===== config.mk =====
export PLATFORM = sky130hd
export DESIGN_NAME = uart_tx_arbiter
export DESIGN_NICKNAME = d
export VERILOG_FILES = /design/src/rtl/uart_arb_pkg.sv /design/src/rtl/rr_arbiter.sv /design/src/rtl/uart_tx_arbiter.sv
export SDC_FILE = /design/constraint.sdc
export NUM_CORES = 1
export LEC_CHECK = 0
export BUFFER_PORTS_ARGS = -buffer_cell sky130_fd_sc_hd__buf_2
export CORE_UTILIZATION = 45
export DETAILED_ROUTE_END_ITERATION = 6
export PLACE_DENSITY = 0.84
export SETUP_SLACK_MARGIN = 0.4
export SLEW_MARGIN = 15
export SYNTH_ARGS = -nofsm -noshare
export SYNTH_HDL_FRONTEND = slang
export SYNTH_HIERARCHICAL = 1
export SYNTH_SLANG_ARGS = --single-unit

===== constraint.sdc =====
create_clock -name clk -period 2.12 [get_ports clk]
set_input_delay 0.106 -clock clk [delete_from_list [all_inputs] [get_ports clk]]
set_output_delay 0.106 -clock clk [all_outputs]
set_load 0.005 [all_outputs]

===== src/rtl/uart_arb_pkg.sv =====
// Shared defaults and FSM encoding for the UART transmit arbiter.
package uart_arb_pkg;

  localparam int DEF_NREQ         = 4;
  localparam int DEF_DATA_W       = 8;
  localparam int DEF_LOCK_TIMEOUT = 1023;

  localparam logic [1:0] ST_IDLE  = 2'd0;
  localparam logic [1:0] ST_ISSUE = 2'd1;
  localparam logic [1:0] ST_WAIT  = 2'd2;

  typedef enum logic [1:0] {
    S_IDLE  = ST_IDLE,
    S_ISSUE = ST_ISSUE,
    S_WAIT  = ST_WAIT
  } arb_state_e;

  // Index width that stays legal for a single requester.
  function automatic int idx_w(input int n);
    return (n > 1) ? $clog2(n) : 1;
  endfunction

endpackage


===== src/rtl/rr_arbiter.sv =====
// Combinational round-robin pick: first set request after ptr, wrapping at NREQ-1.
module rr_arbiter
  import uart_arb_pkg::*;
#(
  parameter int NREQ  = DEF_NREQ,
  parameter int IDX_W = idx_w(NREQ)
) (
  input  logic [NREQ-1:0]  req,
  input  logic [IDX_W-1:0] ptr,
  output logic [IDX_W-1:0] gnt_idx,
  output logic             gnt_any
);

  always_comb begin
    int cand;
    cand    = 0;
    gnt_idx = '0;
    gnt_any = 1'b0;
    for (int k = 1; k <= NREQ; k++) begin
      cand = (int'(ptr) + k) % NREQ;
      if (!gnt_any && req[IDX_W'(cand)]) begin
        gnt_any = 1'b1;
        gnt_idx = IDX_W'(cand);
      end
    end
  end

endmodule


===== src/rtl/uart_tx_arbiter.sv =====
// Shares one UART serializer among NREQ requesters with message-level locking.
// Grant -> handshake -> registered tx_start takes 2 cycles; one byte in flight at a time.
module uart_tx_arbiter
  import uart_arb_pkg::*;
#(
  parameter int  NREQ         = DEF_NREQ,
  parameter int  DATA_W       = DEF_DATA_W,
  parameter int  LOCK_TIMEOUT = DEF_LOCK_TIMEOUT,
  localparam int IDX_W        = idx_w(NREQ)
) (
  input  logic                   clk,
  input  logic                   rst,
  input  logic [NREQ-1:0]        req_valid,
  input  logic [NREQ*DATA_W-1:0] req_data,
  input  logic [NREQ-1:0]        req_last,
  output logic [NREQ-1:0]        req_ready,
  output logic                   tx_start,
  output logic [DATA_W-1:0]      tx_data,
  input  logic                   tx_busy,
  input  logic                   tx_done,
  output logic                   grant_valid,
  output logic [IDX_W-1:0]       grant_id
);

  localparam int TMO_W = $clog2(LOCK_TIMEOUT + 1);

  arb_state_e        state_q, state_d;
  logic [IDX_W-1:0]  ptr_q, ptr_d;
  logic [IDX_W-1:0]  grant_id_q, grant_id_d;
  logic              grant_valid_q, grant_valid_d;
  logic              last_q, last_d;
  logic              tx_start_q, tx_start_d;
  logic [DATA_W-1:0] tx_data_q, tx_data_d;
  logic [TMO_W-1:0]  tmo_q, tmo_d;

  logic [IDX_W-1:0]  rr_idx;
  logic              rr_any;
  logic              owner_vld;
  logic              hs;
  logic [DATA_W-1:0] sel_data;
  logic              sel_last;

  rr_arbiter #(
    .NREQ  (NREQ),
    .IDX_W (IDX_W)
  ) u_rr (
    .req     (req_valid),
    .ptr     (ptr_q),
    .gnt_idx (rr_idx),
    .gnt_any (rr_any)
  );

  always_comb begin
    sel_data = '0;
    sel_last = 1'b0;
    for (int i = 0; i < NREQ; i++) begin
      if (grant_id_q == IDX_W'(i)) begin
        sel_data = req_data[i*DATA_W +: DATA_W];
        sel_last = req_last[i];
      end
    end
  end

  assign owner_vld = req_valid[grant_id_q];
  // Gated by rst so a reset landing in ISSUE never looks like an accepted byte.
  assign hs        = (state_q == S_ISSUE) && owner_vld && !tx_busy && !rst;

  always_comb begin
    req_ready             = '0;
    req_ready[grant_id_q] = hs;
  end

  always_comb begin
    state_d       = state_q;
    ptr_d         = ptr_q;
    grant_id_d    = grant_id_q;
    grant_valid_d = grant_valid_q;
    last_d        = last_q;
    tx_data_d     = tx_data_q;
    tx_start_d    = 1'b0;
    tmo_d         = tmo_q;
    case (state_q)
      S_IDLE: begin
        if (!tx_busy && rr_any) begin
          grant_id_d    = rr_idx;
          grant_valid_d = 1'b1;
          tmo_d         = '0;
          state_d       = S_ISSUE;
        end
      end
      S_ISSUE: begin
        if (hs) begin
          tx_start_d = 1'b1;
          tx_data_d  = sel_data;
          last_d     = sel_last;
          tmo_d      = '0;
          state_d    = S_WAIT;
        end else if (!owner_vld) begin
          // A stalled owner only keeps the lock for LOCK_TIMEOUT idle cycles.
          if (tmo_q == TMO_W'(LOCK_TIMEOUT - 1)) begin
            grant_valid_d = 1'b0;
            ptr_d         = grant_id_q;
            tmo_d         = '0;
            state_d       = S_IDLE;
          end else begin
            tmo_d = tmo_q + 1'b1;
          end
        end
      end
      S_WAIT: begin
        if (tx_done) begin
          if (last_q) begin
            ptr_d         = grant_id_q;
            grant_valid_d = 1'b0;
            state_d       = S_IDLE;
          end else begin
            state_d = S_ISSUE;
          end
        end
      end
      default: state_d = S_IDLE;
    endcase
  end

  always_ff @(posedge clk) begin
    if (rst) begin
      state_q       <= S_IDLE;
      ptr_q         <= IDX_W'(NREQ - 1);
      grant_id_q    <= '0;
      grant_valid_q <= 1'b0;
      last_q        <= 1'b0;
      tx_start_q    <= 1'b0;
      tx_data_q     <= '0;
      tmo_q         <= '0;
    end else begin
      state_q       <= state_d;
      ptr_q         <= ptr_d;
      grant_id_q    <= grant_id_d;
      grant_valid_q <= grant_valid_d;
      last_q        <= last_d;
      tx_start_q    <= tx_start_d;
      tx_data_q     <= tx_data_d;
      tmo_q         <= tmo_d;
    end
  end

  assign tx_start    = tx_start_q;
  assign tx_data     = tx_data_q;
  assign grant_valid = grant_valid_q;
  assign grant_id    = grant_id_q;

endmodule


# == Yosys cells after proc, flatten, opt, wreduce, memory -nomap -nowiden ==
# Index checks and enable logic that the tools add are counted.
# totals
regBits,27
out_inout_bits,16
wordCells,118
# op_classes
n_addsub,5
order_cmp,6
n_eq_ne,14
muxes,58
bitwise,2
n_reduce_logical,25
# ops
op,n
2-to-1 mux 10 bit,4
2-to-1 mux 8 bit,4
2-to-1 mux 2 bit,14
2-to-1 mux 1 bit,26
one-hot mux 10 bit (2 select lines),1
< comparator 2 x 4 -> 1 bit (second input constant),4
adder 10 x 1 -> 10 bit (second input constant),1
binary-select mux 1 bit (select 2 bit),5
equality test 10 bit (second input constant),1
!= test 2 bit (second input constant),5
logical AND 1 bit,8
AND reduction 7 bit,1
equality test 2 bit (second input constant),3
one-hot mux 2 bit (3 select lines),1
AND reduction 6 bit,1
zero test 1 bit,5
adder 2 x 1 -> 2 bit (second input constant),2
adder 2 bit (second input constant),2
AND 4 bit,1
equality test 2 x 1 -> 1 bit (second input constant),2
zero test 2 bit,2
one-hot mux 2 bit (2 select lines),1
AND reduction 2 bit,2
AND reduction 4 bit,1
other kinds (12),13

# == Depth between registers and ports, before layout ==
# Gate-level depths: netlist of the first run.
# depth
depth_word,17
ltp_mapped,7

# == Hierarchy ==
# The synthesis of the first run kept the hierarchy.
# by_module_without_submodules
module,n_inst,cells_per_inst,area_per_inst_um2
uart_tx_arbiter,1,166,1597.8
rr_arbiter,1,14,91.3

# == Worst setup path after synthesis of the first run ==
# OpenSTA, ideal clock, no wires.
# synth_timing
path_kind,register to register
startpoint,"reg grant_id_q[0], in the netlist grant_id[0]"
endpoint,reg state_q[0]
setup_time_ns,0.121
arrival_ns,2.015
t_required_ns,1.999
slack_ns,-0.016
stages_incl_launch_ff,6
n_path_buf,1
path_cell_list,dfxtp_1 > buf_6 > mux4_2 > o41a_1 > a21oi_1 > mux2_2
# synth_via
elab_chain_len,7
elab_cells_between_ends,10
# synth_lines
item,line_no,text
"start, declared",uart_tx_arbiter.sv:29,"logic [IDX_W-1:0] grant_id_q, grant_id_d;"
"start signal, assigned",uart_tx_arbiter.sv:138,grant_id_q <= grant_id_d;
binary-select mux 1 bit (select 2 bit) *,uart_tx_arbiter.sv:64,assign owner_vld = req_valid[grant_id_q];
2-to-1 mux 1 bit (implied by the code) *,uart_tx_arbiter.sv:64,
logical AND 1 bit (3 in series),uart_tx_arbiter.sv:66,assign hs = (state_q == S_ISSUE) && owner_vld && !tx_busy && !rst;
"!= test 3 x 2 -> 1 bit (no line), or another cell as far along",-,
AND reduction 4 bit (no line) / one-hot mux 2 bit (3 select lines) (equally long branches),-,
"end signal, assigned",uart_tx_arbiter.sv:136,state_q <= state_d;
"end, declared",uart_tx_arbiter.sv:27,"arb_state_e state_q, state_d;"
# Every way passes the cells marked *; elsewhere a longest branch is shown, timed or not. The select of a mux whose other input is x is not followed.
# A chain may end at the register's enable or synchronous reset.

# == Worst setup path in the final report of the first run ==
# layout_timing
startpoint,"reg grant_id_q[0], in the netlist grant_id[0]"
endpoint,reg tmo_q[2]
# layout_via
elab_chain_len,7
elab_cells_between_ends,9
# layout_lines
item,line_no,text
binary-select mux 1 bit (select 2 bit) *,uart_tx_arbiter.sv:64,
2-to-1 mux 1 bit (implied by the code) *,uart_tx_arbiter.sv:64,
logical AND 1 bit (3 in series),uart_tx_arbiter.sv:66,
!= test 3 bit (no line) / 2-to-1 mux 10 bit (equally long branches),-,
AND reduction 3 bit (no line) / one-hot mux 10 bit (2 select lines) (equally long branches),-,
"end signal, assigned",uart_tx_arbiter.sv:143,tmo_q <= tmo_d;
"end, declared",uart_tx_arbiter.sv:34,"logic [TMO_W-1:0] tmo_q, tmo_d;"
# Marks and branches as above.

==> metrics.md, run 1 <==
| Metric | Value |
|---|---|
| Final net count | 300 |
| R2R Path Start | grant_id[0] |
| Hold path cells | 4 |
| # setup viols final | 0 |
| Syn Nets | 230 |
| Worst hold start | req_data[22] |
| Slowest cell on crit path | mux4_2 |
| RSZ-0062 raised after global routing | true |
| Crit path max fanout | 8 |
| Number of global-route vias before repair | 1651 |
| Hold Path Class | input pin to register |
| Gpl congestion | 0.891 |
| Final hold vios | 0 |
| Pre-Repair DR Iteration Count | 4 |
| Via count | 1731 |
| Worst vdd ir | 0.672 mV |
| DIE WIDTH | 63.3 um |
| CTS Buf Count | 3 |
| WS Path Type | register to register |
| Total Wirelength | 4460 um |
| Clock root buffer | clkbuf_8 |
| Starting density of the core | 48.7% |
| Cts hold-fix bufs | 0 |
| Clock Latency Late Sink | 0.29 ns |
| Setup TNS | 0 ns |
| Req. time, crit path | 2.34 ns |
| R2R setup slack | 0.14 ns |
| Arrival time of the worst setup path | 2.20 ns |
| Post-layout instance area | 2240 um^2 |
| Worst slew margin | 62.1% |
| Max Freq | 505 MHz |
| Fraction of layout cells with a size suffix above 1 | 44.2% |
| DRC | 0 |
| Final hold slack | 0.263 ns |
| Critical R2R Capture | tmo_q[2] |
| CP startpoint kind | register |
| Syn Inst Count | 180 |
| Avg Inst Size Synth | 9.38 um^2 |
| Synthesis-stage register bit count | 27 |
| Tcrit/Tclk final | 93.5% |
| Initial antenna violation count | 0 |
| Pwr Total | 1830 uW |
| Site Rows | 21 |
| Inst Count DP | 285 |
| CTS tree | built |
| Final HPWL DP | 3100 um |
| DIE HEIGHT | 63.3 um |
| Worst stage delay on the critical path | 0.60 ns |
| Hold endpoint | tx_data[6] |
| H-tree Lvls | 1 |
| Post-placement cell area | 2080 um^2 |
| Synth Cell Area | 1690 um^2 |
| Buffers added on ports | 59 |
| Final ANT Viol Nets | 0 |
| Ys Warns | 6 |
| Worst Skew | 0.00814 ns |
| P_leak | 0.000929 uW |
| Worst r2r path cells | 5 |
| Fin crit period | 1.98 ns |
| GRT Util Overall | 22.8% |
| Critical path cell sequence | mux4_2 > buf_4 > a32o_2 > or3_4 > a211oi_2 |
| DRC marker count from the first detailed-route iteration | 53 |
| Top Ports | 60 |
| Largest net degree at the start of global routing | 31 |
| Via density | 5.87 |
| Crit end category | register |
| Fin. max-slew vios | 0 |
| Seq/Total Area, Yosys | 32.0% |
| CTS Buffer Depth | 2 |
| Total global routing overflow | 0 |
| Post-Layout Cell Count | 295 |
| Yosys cell types | 45 |
| Routed len/inst | 15.1 um |
| Worst-margin pin slew | 0.561 ns |
| Clk slew on worst S/H paths | 0.10 ns |
| Maxcap violations | 0 |
| Die ar. | 4000 um^2 |
| First-pass GRT wire length | 7240 um |
| N_diodes | 0 |
| Core area | 3470 um^2 |
| Pwr Density | 817 nW/um^2 |
| Status | finished clean |
| Layout area overhead | 32.5% |
| Clk sinks | 27 |
flip-flops by register name, summed over array words and instances, names as in the netlist:
signal and count:
tmo_q 10, tx_data 8, grant_id 2, ptr_q 2, state_q 2, grant_valid 1
last_q 1, tx_start 1
worst max-delay path: cells and delay by family (launching register included):
family,cells,cell delay [ns]
AO/OA/AOI/OAI,2,0.47
buffers and inverters,1,0.18
flip-flops,1,0.35
multiplexers,1,0.60
AND/OR/NAND/NOR,1,0.33
synth_stat cells (all sizes together):
| cell type | instances | area share (%) |
|---|---|---|
| or2 | 1 | 0.37 |
| or4b | 1 | 0.59 |
| a41oi | 1 | 0.52 |
| mux2i | 14 | 8.3 |
| nor3 | 4 | 1.2 |
| mux2 | 1 | 0.67 |
| a21oi | 6 | 2.0 |
| nand4 | 3 | 1.1 |
| o41a | 1 | 0.67 |
| a31oi | 5 | 1.9 |
| nand3 | 9 | 2.7 |
| o31ai | 2 | 0.89 |
| and3 | 3 | 1.1 |
| nor2 | 21 | 4.7 |
| and4 | 1 | 0.52 |
| nand3b | 1 | 0.44 |
| mux4 | 10 | 13 |
| and2b | 1 | 0.44 |
| o41ai | 1 | 0.52 |
| a22o | 1 | 0.52 |
| a22oi | 1 | 0.44 |
| nand2 | 9 | 2.0 |
| or4 | 1 | 0.67 |
| xnor2 | 1 | 0.52 |
| o221ai | 1 | 0.89 |
| a32o | 1 | 0.67 |
| o2111ai | 1 | 0.52 |
| nor4 | 1 | 0.37 |
| nor3b | 2 | 0.89 |
| o21ai | 5 | 1.5 |
| a32oi | 1 | 0.52 |
| a41o | 1 | 0.59 |
| nand2b | 5 | 1.9 |
| inv | 9 | 2.0 |
| a211oi | 5 | 2.5 |
| clkbuf | 2 | 0.44 |
| dfxtp | 27 | 32 |
| or3 | 6 | 2.2 |
| ha | 6 | 4.4 |
| a21boi | 1 | 0.44 |
| buf | 7 | 2.1 |
power breakdown:
group | internal, uW | total, uW | switching, uW
combinational | 450 | 879 | 430
sequential | 572 | 634 | 61.1
clock | 134 | 317 | 183
total | 1160 | 1830 | 673
per-layer routing:
layer  track usage (%)  share of wire, %
met3              5.25               5.0
met2              40.7                55
met5                 0                 0
met4              7.95               1.8
met1              26.3                38
cells in the final DEF, fill, tap and decap left out, drive strengths merged, types with 2 or more instances in the layout:
cell / Yosys / routed
nor2: 21 / 21
a32o: 1 / 2
nor3b: 2 / 2
a31oi: 5 / 5
o21ai: 5 / 5
nand3: 9 / 9
mux2i: 14 / 14
o31ai: 2 / 2
clkbuf: 2 / 3
mux4: 10 / 10
nand2b: 5 / 5
ha: 6 / 6
dfxtp: 27 / 27
a211oi: 5 / 5
a21oi: 6 / 6
nor3: 4 / 4
and3: 3 / 3
buf: 7 / 73
clkinvlp: 0 / 2
or3: 6 / 6
nand2: 9 / 9
inv: 9 / 8
nand4: 3 / 3
cell type report:
cell class	instances	area, um^2
fill	296	1230
multi-input combinational	136	1150
clock buffer	3	41.3
clock inverter	1	7.51
timing repair buffer	73	404
tap	46	57.6
inverter	9	37.5
sequential	27	543
logic make-up after synthesis:
| logic type | synth area share [%] |
|---|---|
| buffers and inverters | 4.59 |
| flip-flops | 32.0 |
| multiplexers | 22.3 |
| AO/OA/AOI/OAI | 15.0 |
| XOR/XNOR | 0.519 |
| adder cells (fa/ha/maj) | 4.44 |
| AND/OR/NAND/NOR | 21.1 |
timing repair:
action                                  4_1_cts  5_1_grt
hold endpoints to repair                      0        0
gates cloned                                  1        0
resized for setup                             6       10
endpoints found under the setup margin       18       28
buffers inserted                              3        2
pin swaps                                     9        3
how the worst max path moves through the flow:
| stage | end | startpoint | cells after the start |
|---|---|---|---|
| global route | tmo_q[7] | grant_id[0] | 4 |
| global placement | tmo_q[7] | grant_id[0] | 4 |
| finish | tmo_q[2] | grant_id[0] | 5 |
| detailed placement | tmo_q[7] | grant_id[0] | 4 |
| floorplan | tmo_q[7] | grant_id[0] | 5 |
| CTS | tmo_q[7] | grant_id[0] | 4 |
metrics by stage:
stage | utilization, % | setup slack [ns]
3_5_place_dp | 59.8 | 0.134
4_1_cts | 63.2 | 0.174
3_3_place_gp | 59.8 | 0.172
6_report | 64.5 | 0.139
2_1_floorplan | - | 0.144
5_1_grt | 64.5 | 0.0747
No activity file was read; power rests on OpenSTA's default activity.
==> run 2: changes to the inputs <==
RECOVER_POWER = 25   (was unset)
==> run 2 against run 1 <==
Net effect: sequential cell count unchanged; final area decreased by 0.39%; wire length grew 0.11%; worst setup slack gained 0.0066 ns; hold slack worse by 0.0017 ns; non-clock buffer count unchanged; via count decreased by 0.17%; total power is essentially flat; clock power is essentially flat.
==> metrics.md, run 2 (same netlist as run 1, synthesis figures left out) <==
| Metric | Value |
|---|---|
| # fillers | 299 (was 296) |
| Most Crowded Layer GR | met2 (unchanged) |
| Most frequent cells in the layout | 52 x buf_2, 25 x dfxtp_1, 21 x nor2_1, 14 x mux2i_1, 13 x buf_4 (was 59 x buf_2, 25 x dfxtp_1, 21 x nor2_1, 14 x mux2i_1, 13 x buf_4) |
| Gpl congestion | 0.891 (unchanged) |
| DP Worst Slack | 0.134 ns (unchanged) |
| Total global routing overflow | 0 (unchanged) |
| Final setup margin | 0.145 ns (was 0.139 ns) |
| Final net count | 300 (unchanged) |
| RSZ-0062 raised after global routing | true (unchanged) |
| Final HPWL DP | 3100 um (unchanged) |
| Sequential cell area | 543 um^2 (unchanged) |
| Number of global-route vias before repair | 1651 (unchanged) |
| Most common cell after layout, fill and taps aside | buf_2 (unchanged) |
| DIE HEIGHT | 63.3 um (unchanged) |
| Comb power frac | 47.9% (was 48.1%) |
| CP startpoint kind | register (unchanged) |
| Slowest cell on crit path | mux4_2 (unchanged) |
| Die ar. | 4000 um^2 (unchanged) |
| Most flop-heavy register | tmo_q (unchanged) |
| Maxcap violations | 0 (unchanged) |
| Worst slew margin | 61.6% (was 62.1%) |
| Fin crit period | 1.97 ns (was 1.98 ns) |
| WS Path Type | register to register (unchanged) |
| Starting density of the core | 48.7% (unchanged) |
| Crit path max fanout | 8 (unchanged) |
| DRC marker count from the first detailed-route iteration | 73 (was 53) |
| GRT Util Overall | 22.8% (unchanged) |
| Total Wirelength | 4470 um (was 4460 um) |
| Arrival time of the worst setup path | 2.20 ns (about the same) |
| First-pass GRT wire length | 7240 um (unchanged) |
| Worst Skew | 0.00914 ns (was 0.00814 ns) |
| Clock Power Share | 17.5% (was 17.3%) |
| Sequential share of power | 34.6% (about the same) |
| Met1 Track Usage GR | 26.3% (unchanged) |
| Via count | 1728 (was 1731) |
| Status | finished clean (unchanged) |
| Largest register FFs | 10 (unchanged) |
| Worst-margin pin slew | 0.569 ns (was 0.561 ns) |
| Met3 GRT Util | 5.25% (unchanged) |
| Clk slew on worst S/H paths | 0.11 ns (was 0.10 ns) |
| Clock root buffer | clkbuf_8 (unchanged) |
| Clock Latency Late Sink | 0.29 ns (about the same) |
| Largest net degree at the start of global routing | 31 (unchanged) |
| Core area | 3470 um^2 (unchanged) |
| CP bufs+invs | 1 (unchanged) |
| Pre-Repair DR Iteration Count | 4 (unchanged) |
| Final hold vios | 0 (unchanged) |
| Max Freq | 506 MHz (was 505 MHz) |
| Fin. max-slew vios | 0 (unchanged) |
| Critical path cell sequence | mux4_2 > buf_4 > a32o_2 > or3_4 > a211oi_2 (unchanged) |
| # setup viols final | 0 (unchanged) |
| Multi-input logic area | 1150 um^2 (unchanged) |
| Worst vdd ir | 0.668 mV (was 0.672 mV) |
| P_leak | 0.000899 uW (was 0.000929 uW) |
| Largest delay share family, worst path | multiplexers (unchanged) |
| Top Ports | 60 (unchanged) |
| Routed len/inst | 15.1 um (about the same) |
| H-tree Lvls | 1 (unchanged) |
| DIE WIDTH | 63.3 um (unchanged) |
| Fraction of layout cells with a size suffix above 1 | 41.4% (was 44.2%) |
| Layout area overhead | 32.0% (was 32.5%) |
| Clk sinks | 27 (unchanged) |
| N_diodes | 0 (unchanged) |
| CTS Buffer Depth | 2 (unchanged) |
| Psw | 678 uW (was 673 uW) |
| DRC | 0 (unchanged) |
| Crit end category | register (unchanged) |
| Sw Ratio | 37.0% (was 36.8%) |
| Buffers added on ports | 59 (unchanged) |
| P_int | 1150 uW (was 1160 uW) |
| CTS Buf Count | 3 (unchanged) |
| Hold Path Class | input pin to register (unchanged) |
| Req. time, crit path | 2.34 ns (about the same) |
| Site Rows | 21 (unchanged) |
| Via density | 5.86 (was 5.87) |
| Pwr Density | 821 nW/um^2 (was 817 nW/um^2) |
| Worst stage delay on the critical path | 0.60 ns (about the same) |
| Final ANT Viol Nets | 0 (unchanged) |
| Initial antenna violation count | 0 (unchanged) |
| Setup TNS | 0 ns (unchanged) |
| Tcrit/Tclk final | 93.1% (was 93.5%) |
| CTS tree | built (unchanged) |
| M2 GR Usage | 40.7% (unchanged) |
-- run 2: changes by cell type in the layout (fill, tap and decap cells not counted) --
| cell | change |
|---|---|
| buf_2 | -7 |
| clkbuf_1 | +7 |
-- run 2: path summary, 6_finish.rpt --
check | end | cells past startpoint | from | slack, ns
worst min-delay path | tx_data[6] | 4 | req_data[22] | 0.26
worst max-delay path | tmo_q[2] | 5 | grant_id[0] | 0.15
worst min register to register | tx_data[3] | 2 | tx_data[3] | 0.50
worst max register to register | tmo_q[2] | 5 | grant_id[0] | 0.15
-- run 2: repair_timing --
| item | 4_1_cts | 5_1_grt |
|---|---|---|
| pin swaps | 9 | 3 |
| gates cloned | 1 | 0 |
| resized for setup | 6 | 10 |
| setup endpoints to repair | 18 | 28 |
| hold buffers | 0 | 0 |
| buffers inserted | 3 | 2 |
-- run 2: power groups by stage --
| stage | combinational, uW | sequential (uW) | clock (uW) |
|---|---|---|---|
| 3_3_place_gp | 703 | 641 | 0 |
| 2_1_floorplan | 523 | 634 | 0 |
| 4_1_cts | 817 | 633 | 321 |
| 5_1_grt | 958 | 644 | 337 |
| 3_5_place_dp | 723 | 644 | 0 |
| 6_report | 877 | 634 | 320 |
-- run 2: stage by stage --
step | hold slack (ns) | total power, uW | utilization (%) | instances | cell area, um^2
final | 0.261 | 1830 | 64.3 | 295 | 2230
after global routing | 0.283 | 1940 | 64.3 | 295 | 2230
after CTS | 0.263 | 1770 | 63.2 | 293 | 2190
after detailed placement | 0.469 | 1370 | 59.8 | 285 | 2080
after global placement | 0.469 | 1340 | 59.8 | 285 | 2080
after floorplan | 0.389 | 1160 | - | 180 | 1700
-- run 2: worst reg2reg max path, stage by stage (launching register included) --
cell and delay, ns:
dfxtp_2 0.35, mux4_2 0.60, buf_4 0.18, a32o_2 0.29, or3_4 0.33, a211oi_2 0.17
-- run 2: final cells by class --
type	count	share of cell area, %
clock buffer	3	1.85
clock inverter	1	0.337
inverter	9	1.68
multi-input combinational	136	51.5
sequential	27	24.4
tap	46	2.58
timing repair buffer	73	17.7
-- run 2: layer usage --
layer,share of wire [%],up-vias
met4,1.8,0
li1,-,823
met5,0,-
met3,4.6,9
met2,54,48
met1,40,848
==> run 3: changes to the inputs <==
PLACE_DENSITY = 0.81   (was 0.84)
SKIP_LAST_GASP = 1   (was unset)
clock period = 2.4 ns   (was 2.12 ns; I/O delays follow)
==> run 3 against run 2 <==
Net effect: combinational power fell by 14%; total power fell by 13%; wire length rose by 2.4%; critical path type unchanged; global-route usage fell by 1.0 points; critical endpoint is now tmo_q[9]; final area fell by 1.3%.
==> metrics.md, run 3 (same netlist as run 1, synthesis figures left out) <==
| Metric | Value |
|---|---|
| Status | finished clean (unchanged) |
| Final hold vios | 0 (unchanged) |
| Clock Power Share | 17.3% (was 17.5%) |
| CTS tree | built (unchanged) |
| Buffers added on ports | 59 (unchanged) |
| Comb power frac | 47.4% (was 47.9%) |
| Worst-margin pin slew | 0.605 ns (was 0.569 ns) |
| N_diodes | 0 (unchanged) |
| Most common cell after layout, fill and taps aside | buf_2 (unchanged) |
| Psw | 592 uW (was 678 uW) |
| Worst slew margin | 59.7% (was 61.6%) |
| Fin crit period | 1.97 ns (about the same) |
| Max Freq | 507 MHz (was 506 MHz) |
| Top Ports | 60 (unchanged) |
| Final ANT Viol Nets | 0 (unchanged) |
| Crit end category | register (unchanged) |
| Sw Ratio | 37.1% (was 37.0%) |
| Fin. max-slew vios | 0 (unchanged) |
| P_int | 1000 uW (was 1150 uW) |
| DRC marker count from the first detailed-route iteration | 115 (was 73) |
| CP startpoint kind | register (unchanged) |
| Via count | 1731 (was 1728) |
| Site Rows | 21 (unchanged) |
| DRC | 0 (unchanged) |
| # setup viols final | 0 (unchanged) |
| Arrival time of the worst setup path | 2.18 ns (was 2.20 ns) |
| Die ar. | 4000 um^2 (unchanged) |
| Layout area overhead | 30.3% (was 32.0%) |
| Pwr Total | 1590 uW (was 1830 uW) |
| Most flop-heavy register | tmo_q (unchanged) |
| Clock Latency Late Sink | 0.28 ns (was 0.29 ns) |
| Final net count | 300 (unchanged) |
| Req. time, crit path | 2.61 ns (was 2.34 ns) |
| Largest net degree at the start of global routing | 32 (was 31) |
| Pre-Repair DR Iteration Count | 4 (unchanged) |
| Fraction of layout cells with a size suffix above 1 | 39.8% (was 41.4%) |
| Sequential share of power | 35.3% (was 34.6%) |
| H-tree Lvls | 1 (unchanged) |
| Post-layout instance area | 2200 um^2 (was 2230 um^2) |
| Maxcap violations | 0 (unchanged) |
| Clk slew on worst S/H paths | 0.10 ns (was 0.11 ns) |
| Largest register FFs | 10 (unchanged) |
| Gpl congestion | 0.817 (was 0.891) |
| DIE WIDTH | 63.3 um (unchanged) |
| Tcrit/Tclk final | 82.2% (was 93.1%) |
| DIE HEIGHT | 63.3 um (unchanged) |
| CTS Buf Count | 3 (unchanged) |
| Worst vdd ir | 0.420 mV (was 0.668 mV) |
| Via density | 5.87 (was 5.86) |
| Pwr Density | 724 nW/um^2 (was 821 nW/um^2) |
| Post-placement cell area | 2030 um^2 (was 2080 um^2) |
| Routed len/inst | 15.5 um (was 15.1 um) |
| Core area | 3470 um^2 (unchanged) |
| Final hold slack | 0.294 ns (was 0.261 ns) |
| Total global routing overflow | 0 (unchanged) |
| Clock root buffer | clkbuf_8 (unchanged) |
| RSZ-0062 raised after global routing | true (unchanged) |
| Clk sinks | 27 (unchanged) |
| Most frequent cells in the layout | 54 x buf_2, 26 x dfxtp_1, 21 x nor2_1, 14 x mux2i_1, 14 x buf_4 (was 52 x buf_2, 25 x dfxtp_1, 21 x nor2_1, 14 x mux2i_1, 13 x buf_4) |
| GRT Util Overall | 21.7% (was 22.8%) |
| CTS Buffer Depth | 2 (unchanged) |
| WS Path Type | register to register (unchanged) |
| Initial antenna violation count | 0 (unchanged) |
| Hold Path Class | input pin to register (unchanged) |
| First-pass GRT wire length | 6930 um (was 7240 um) |
| Crit path max fanout | 7 (was 8) |
| P_leak | 0.000901 uW (was 0.000899 uW) |
| Number of global-route vias before repair | 1566 (was 1651) |
| Setup TNS | 0 ns (unchanged) |
| Total Wirelength | 4580 um (was 4470 um) |
| Final HPWL DP | 3080 um (was 3100 um) |
| Worst Skew | 0.00636 ns (was 0.00914 ns) |
| Starting density of the core | 48.7% (unchanged) |
## run 3: cell count changes in the layout (fill, tap and decap cells not counted), sizes merged
cell / change
buf: +2
clkbuf: -2
## run 3: per-layer routing
| metal | part of all wire (%) | vias up | GRT usage (%) |
|---|---|---|---|
| met5 | 0 | - | 0 |
| met3 | 6.0 | 6 | 4.53 |
| met1 | 40 | 835 | 26.1 |
| met4 | 1.3 | 0 | 7.39 |
| li1 | - | 820 | - |
| met2 | 53 | 70 | 38.2 |
## run 3: power groups by stage
stage          Clock [uW]  Sequential, uW  Combinational, uW
2_1_floorplan           0             560                461
3_3_place_gp            0             567                602
3_5_place_dp            0             570                621
4_1_cts               275             560                677
5_1_grt               296             567                822
6_report              276             562                756
## run 3: metrics by stage
stage	util (%)	setup slack, ns	std cells
detailed placement	58.6	0.364	280
global route	63.5	0.329	295
global placement	58.6	0.442	280
finish	63.5	0.427	295
floorplan	-	0.404	180
CTS	61.6	0.408	289
## run 3: repair_timing
item / 4_1_cts / 5_1_grt
setup buffers: 5 / 5
hold buffers: 0 / 0
cloned: 0 / 1
pin swaps: 1 / 3
setup endpoints to repair: 6 / 11
gates resized for setup: 3 / 5
## run 3: layout make-up
cell class	instances	area (um^2)
Tap cell	46	57.6
Timing Repair Buffer	73	394
Clock buffer	3	41.3
Fill cell	321	1270
Clock inverter	1	7.51
Inverter	9	37.5
Sequential cell	27	542
Multi-Input combinational cell	136	1120
## run 3: worst max-delay path, stage by stage (launching register included)
cell	delay, ns
dfxtp_2	0.35
mux4_2	0.59
buf_4	0.18
or4b_2	0.61
a31oi_1	0.17
## run 3: path summary, 6_finish.rpt
kind | start | cells past startpoint | slack [ns] | end
setup reg to reg | grant_id[0] | 4 | 0.43 | tmo_q[9]
hold reg to reg | tx_data[0] | 2 | 0.51 | tx_data[0]
setup / recovery | grant_id[0] | 4 | 0.43 | tmo_q[9]
hold / removal | req_data[7] | 4 | 0.29 | tx_data[7]
